### src/rtl/vga_frame_engine.sv
// vga_frame_engine: VGA timing, linear frame-buffer addressing and overlay compositing.
// Defining VGA_TESTPAT_EN adds a test_en input that replaces active video with 8 colour bars.
module vga_frame_engine #(
    parameter int H_ACT    = 640,
    parameter int H_FRONT  = 16,
    parameter int H_SYNC   = 96,
    parameter int H_BACK   = 48,
    parameter int V_ACT    = 480,
    parameter int V_FRONT  = 10,
    parameter int V_SYNC   = 2,
    parameter int V_BACK   = 33,
    parameter int HS_POL   = 0,
    parameter int VS_POL   = 0,
    parameter int DATA_LAT = 2,
    parameter int NUM_OVL  = 2,
    parameter int ADDR_W   = 19
) (
    input  logic                    iVGA_CLK,
    input  logic                    iRST_n,
`ifdef VGA_TESTPAT_EN
    input  logic                    test_en,
`endif
    input  logic [23:0]             pix_bgr_in,
    input  logic [NUM_OVL-1:0]      ovl_sel,
    input  logic [24*NUM_OVL-1:0]   ovl_color,
    output logic [ADDR_W-1:0]       oADDR,
    output logic [9:0]              oX,
    output logic [9:0]              oY,
    output logic                    oFRAME_START,
    output logic                    oHS,
    output logic                    oVS,
    output logic                    oBLANK_n,
    output logic [7:0]              b_data,
    output logic [7:0]              g_data,
    output logic [7:0]              r_data
);
    localparam logic [11:0] H_END = 12'(H_SYNC + H_BACK + H_ACT + H_FRONT - 1);
    localparam logic [11:0] V_END = 12'(V_SYNC + V_BACK + V_ACT + V_FRONT - 1);
    localparam logic [11:0] H_OFF = 12'(H_SYNC + H_BACK);
    localparam logic [11:0] V_OFF = 12'(V_SYNC + V_BACK);
    localparam logic [11:0] H_LIM = 12'(H_SYNC + H_BACK + H_ACT);
    localparam logic [11:0] V_LIM = 12'(V_SYNC + V_BACK + V_ACT);
    localparam logic [11:0] HS_W  = 12'(H_SYNC);
    localparam logic [11:0] VS_W  = 12'(V_SYNC);
    localparam logic        HSP   = 1'(HS_POL);
    localparam logic        VSP   = 1'(VS_POL);

    logic [11:0] h, v, hx, vy;
    logic        hs_a, vs_a, act, fs;
    logic [2:0]  sp [0:DATA_LAT];
    logic [23:0] ovl_pix, col;

    always_comb begin
        hs_a = h < HS_W;
        vs_a = v < VS_W;
        act  = (h >= H_OFF) && (h < H_LIM) && (v >= V_OFF) && (v < V_LIM);
        fs   = (h == '0) && (v == '0);
        hx   = h - H_OFF;
        vy   = v - V_OFF;
    end

    always_ff @(posedge iVGA_CLK or negedge iRST_n) begin
        if (!iRST_n) begin
            h <= '0;
            v <= '0;
        end else begin
            h <= (h == H_END) ? '0 : h + 12'd1;
            if (h == H_END) v <= (v == V_END) ? '0 : v + 12'd1;
        end
    end

    // Stage 0: address and coordinates stay aligned with the pixel being fetched
    always_ff @(posedge iVGA_CLK or negedge iRST_n) begin
        if (!iRST_n) begin
            oADDR        <= '0;
            oX           <= '0;
            oY           <= '0;
            oFRAME_START <= 1'b0;
        end else begin
            oFRAME_START <= fs;
            if (fs) oADDR <= '0;
            else if (act) oADDR <= (h == H_OFF && v == V_OFF) ? '0 : oADDR + ADDR_W'(1);
            if (act) begin
                oX <= hx[9:0];
                oY <= vy[9:0];
            end
        end
    end

    // {hsync, vsync, active} delayed to meet the memory data at stage DATA_LAT
    always_ff @(posedge iVGA_CLK or negedge iRST_n) begin
        if (!iRST_n) begin
            sp <= '{default: '0};
        end else begin
            sp[0] <= {hs_a, vs_a, act};
            for (int i = 1; i <= DATA_LAT; i++) sp[i] <= sp[i-1];
        end
    end

`ifdef VGA_TESTPAT_EN
    localparam logic [23:0] BARS [8] = '{24'hFFFFFF, 24'h00FFFF, 24'hFFFF00, 24'h00FF00,
                                        24'hFF00FF, 24'h0000FF, 24'hFF0000, 24'h000000};
    logic [9:0] xd [1:DATA_LAT];
    logic [2:0] bar;

    always_ff @(posedge iVGA_CLK or negedge iRST_n) begin
        if (!iRST_n) begin
            xd <= '{default: '0};
        end else begin
            xd[1] <= oX;
            for (int i = 2; i <= DATA_LAT; i++) xd[i] <= xd[i-1];
        end
    end

    assign bar = 3'((32'(xd[DATA_LAT]) * 8) / H_ACT);
`endif

    // Lowest set overlay index wins, so scan from the top down
    always_comb begin
        ovl_pix = pix_bgr_in;
        for (int k = NUM_OVL - 1; k >= 0; k--)
            if (ovl_sel[k]) ovl_pix = ovl_color[24*k +: 24];
`ifdef VGA_TESTPAT_EN
        col = test_en ? BARS[bar] : ovl_pix;
`else
        col = ovl_pix;
`endif
        if (!sp[DATA_LAT][0]) col = '0;
    end

    always_ff @(posedge iVGA_CLK or negedge iRST_n) begin
        if (!iRST_n) begin
            oHS                      <= ~HSP;
            oVS                      <= ~VSP;
            oBLANK_n                 <= 1'b0;
            {b_data, g_data, r_data} <= '0;
        end else begin
            oHS                      <= sp[DATA_LAT][2] ? HSP : ~HSP;
            oVS                      <= sp[DATA_LAT][1] ? VSP : ~VSP;
            oBLANK_n                 <= sp[DATA_LAT][0];
            {b_data, g_data, r_data} <= col;
        end
    end
endmodule

### config.mk
export PLATFORM = sky130hd
export DESIGN_NAME = vga_frame_engine
export DESIGN_NICKNAME = d
export VERILOG_FILES = /design/src/rtl/vga_frame_engine.sv
export SDC_FILE = /design/constraint.sdc
export NUM_CORES = 1
export LEC_CHECK = 0
export ABC_AREA = 1
export BUFFER_PORTS_ARGS = -buffer_cell sky130_fd_sc_hd__buf_2
export CAP_MARGIN = 20
export CORE_MARGIN = 5
export CORE_UTILIZATION = 30
export DETAILED_ROUTE_END_ITERATION = 7
export GPL_ROUTABILITY_DRIVEN = 0
export PLACE_DENSITY = 0.55
export SETUP_SLACK_MARGIN = 0.3
export SYNTH_ARGS = -nofsm -noshare
export SYNTH_HDL_FRONTEND = slang
export SYNTH_SLANG_ARGS = --single-unit
### constraint.sdc
create_clock -name iVGA_CLK -period 1.8 [get_ports iVGA_CLK]
set_clock_uncertainty 0.15 [all_clocks]
set_input_delay 0.54 -clock iVGA_CLK [delete_from_list [all_inputs] [get_ports iVGA_CLK]]
set_output_delay 0.54 -clock iVGA_CLK [all_outputs]
set_load 0.05 [all_outputs]
==> flow_summary.yaml <==
power:
  switching_share_pct: 21.31
  powerDensity_nw_per_um2: 497.6
  leakage_nw: 4.661
  switching_power_mw: 0.9578
  power.share.clock_pct: 44.5
  total_power_mw: 4.494
  p_int_mw: 3.536
  p_comb_share_pct: 5.5
  vdd_drop_max_v: 0.0004010
  p_seq_share_pct: 50.0
synthesis:
  synthesis.nets: 795
  avgSynthCellArea_sq_um: 8.033
  synth_common_cells: "144 x nand2_1, 98 x dfrtp_1, 94 x inv_1"
  synth_cell_types: 31
  synth_seq_area_share_pct: 43.86
  syn-cell-area_sq_um: 5712
  synthTopCellsByArea: "dfrtp_1 43%, nand2_1 9.5%, inv_1 6.2%"
  synth_top_cell_by_area: "dfrtp_1"
  synth_most_common_cell: "nand2_1"
  postSynthCellCount: 711
  ys_warn_count: 0
  synth_edf_count: 0
  ys_async_sr_fraction_pct: 100.0
  ys.flop_type: "dfrtp_1"
  ys_ff_latch: 100
  synth_top_area_share_pct: 42.94
cts:
  path_clk_slew_ps: 70
  cts_buffer_depth: 2
  cts_max_level: 3
  worstSkewPairLatency_ps: 350
  cts_sinks: 100
  cts_buffers: 9
  root_buffer: "clkbuf_16"
  cts_tree: "yes"
critical_path:
  cp.arrival_ps: 1880
  reg2reg_depth: 12
  setup.worst_path.start: "h[5]"
  end_kind: "flip-flop"
  required_ps: 1880
  crit_type: "reg2reg"
  cp-start-kind: "flip-flop"
  path_max_fanout: 22
  reg2reg_slack_ps: 3
  r2r-end: "oY[9]"
  regToRegStartpoint: "h[5]"
timing:
  tightestPinTransition_ps: 371.2
  hold_viol: 0
  relSlewSlack_pct: 75.06
  timing.final.ws_setup_ps: 3.434
  period_needed_ps: 1797
  timing.hold.ws_ps: 25.79
  finalCritPeriodShare_pct: 99.81
  timing.fmax_mhz: 556.6
  rsz0062_at_grt: "yes"
  finalSetupViolCount: 0
  slew_viol_final: 0
worst_hold_path:
  hp-class: "in2async"
run:
  cap_violations: 0
global_routing:
  grt_max_degree: 55
  grt_pass1_wl_mm: 26.37
  antenna_found_initial: 0
  grt-ovfl-total: 0
  grt_use_total_pct: 14.79
  grt_pass1_vias: 5368
route:
  post-route-drc-count: 0
  wl_per_cell_um: 14.31
  dr.pass1.iters: 4
  drt_iter0_drc: 262
  final_antenna_net_count: 0
  via_per_inst: 4.565
  num_vias: 5464
  wirelength_mm: 17.13
die:
  die_height_um: 148.0
  dieArea_sq_um: 21900
  ios: 143
  fp.coreArea_sq_um: 18710
  die_w_um: 148.0
  num_rows: 50
  start_util_pct: 30.54
cells_and_area:
  layout.nets: 1042
  multi_input_comb_area_sq_um: 3151
  syn2layout_area_growth_pct: 58.14
  fill_cells: 1745
  seqCellArea_sq_um: 2532
  num_antenna_cells: 0
  fin_cells: 1197
  drive_gt1_share_pct: 47.77
place:
  dp_cells: 1119
  post-place-ws_ps: -33.10
  io_buffers: 142
  dpl.hpwl_mm: 11.87
run_status:
  run_status: "finished clean"
==> routing by layer <==
layer	part of all wire (%)	global-route usage [%]	vias up	wire (um)
li1	-	-	2753	-
met1	43	18.34	2582	7434
met2	51	26.38	112	8761
met3	4.0	2.912	17	680
met4	1.5	3.741	0	249
met5	0	0	-	0
==> per-stage QoR <==
step	area, sq um	utilization, %	TNS (ps)
3_3_place_gp	7251	38.76	-16.70
6_report	9032	48.29	0
5_1_grt	9032	48.29	-1575
2_1_floorplan	5907	-	0
4_1_cts	8544	45.68	0
3_5_place_dp	7251	38.76	-200.2
==> worst max path at each step <==
stage,end,cells past startpoint
after floorplan,oY[4],12
after global placement,oADDR[17],11
final,oY[9],12
after detailed placement,oADDR[16],11
after global routing,oY[9],12
after CTS,oADDR[0],2
==> flip-flops by register name, indices dropped and copies added, names as in the netlist, 8 cells and up <==
register  flops
b_data        8
g_data        8
h            12
oADDR        19
oX           10
oY           10
r_data        8
sp            9
v            12
==> power by group through the flow <==
stage	Clock [mW]	Sequential [mW]	Combinational (mW)
after floorplan	0	2.29	0.107
after global placement	0	2.29	0.249
after detailed placement	0	2.29	0.252
after CTS	2.07	2.25	0.253
after global routing	2.16	2.24	0.277
final	2.00	2.25	0.247
==> critical path: stages (launching register included) <==
cell and delay, ps:
dfrtp_1 390, inv_2 110, ha_4 170, nand3_4 80, inv_2 70, nand2_2 50, nand2_2 80, nand2_2 60
nor2_4 90, nand2_4 100, buf_12 180, nand2_1 70, o21ai_1 60
==> area by class of cell <==
type,instances,area share (%)
inverter,105,4.391
clock inverter,1,0.3325
tap,234,3.241
multi-input combinational,479,34.88
timing repair buffer,263,26.15
sequential,100,28.04
clock buffer,15,2.964
==> cell usage in the layout, fill, tap and decap left out, types with 5 or more instances in the layout <==
cell type / netlist / layout
nor2_2: 6 / 14
nor2_4: 4 / 12
mux2_4: 0 / 13
a21oi_1: 30 / 29
xor2_1: 25 / 25
inv_1: 94 / 80
nand3_2: 23 / 32
dfrtp_1: 98 / 78
mux2_2: 24 / 11
buf_12: 0 / 9
nand3_1: 45 / 31
nand4_1: 11 / 11
clkbuf_16: 0 / 11
dfrtp_2: 0 / 19
nand2_2: 8 / 24
buf_6: 3 / 68
o21ai_1: 20 / 42
xnor2_1: 5 / 5
o21ai_2: 0 / 6
buf_2: 14 / 74
inv_2: 11 / 24
nand2_1: 144 / 125
buf_4: 2 / 89
nor2_1: 71 / 55
ha_4: 0 / 7
nand3_4: 0 / 5
buf_8: 0 / 20
==> repair_timing <==
item	4_1_cts	5_1_grt
pin swaps	8	14
cloned	3	3
setup endpoints to repair	128	131
hold buffers	0	0
resized for setup	214	85
setup buffers	40	16
==> cells by family (layout without fill, tap and decap cells) <==
| kind of cell | after synthesis | count (layout) | synth area share [%] |
|---|---|---|---|
| multiplexers | 24 | 24 | 4.732 |
| AND/OR/NAND/NOR | 329 | 329 | 27.45 |
| adder cells (fa/ha/maj) | 8 | 8 | 1.753 |
| XOR/XNOR | 30 | 30 | 4.600 |
| flip-flops | 100 | 100 | 43.86 |
| AO/OA/AOI/OAI | 88 | 88 | 8.105 |
| buffers and inverters | 132 | 384 | 9.507 |
No activity file was read; power rests on OpenSTA's default activity.
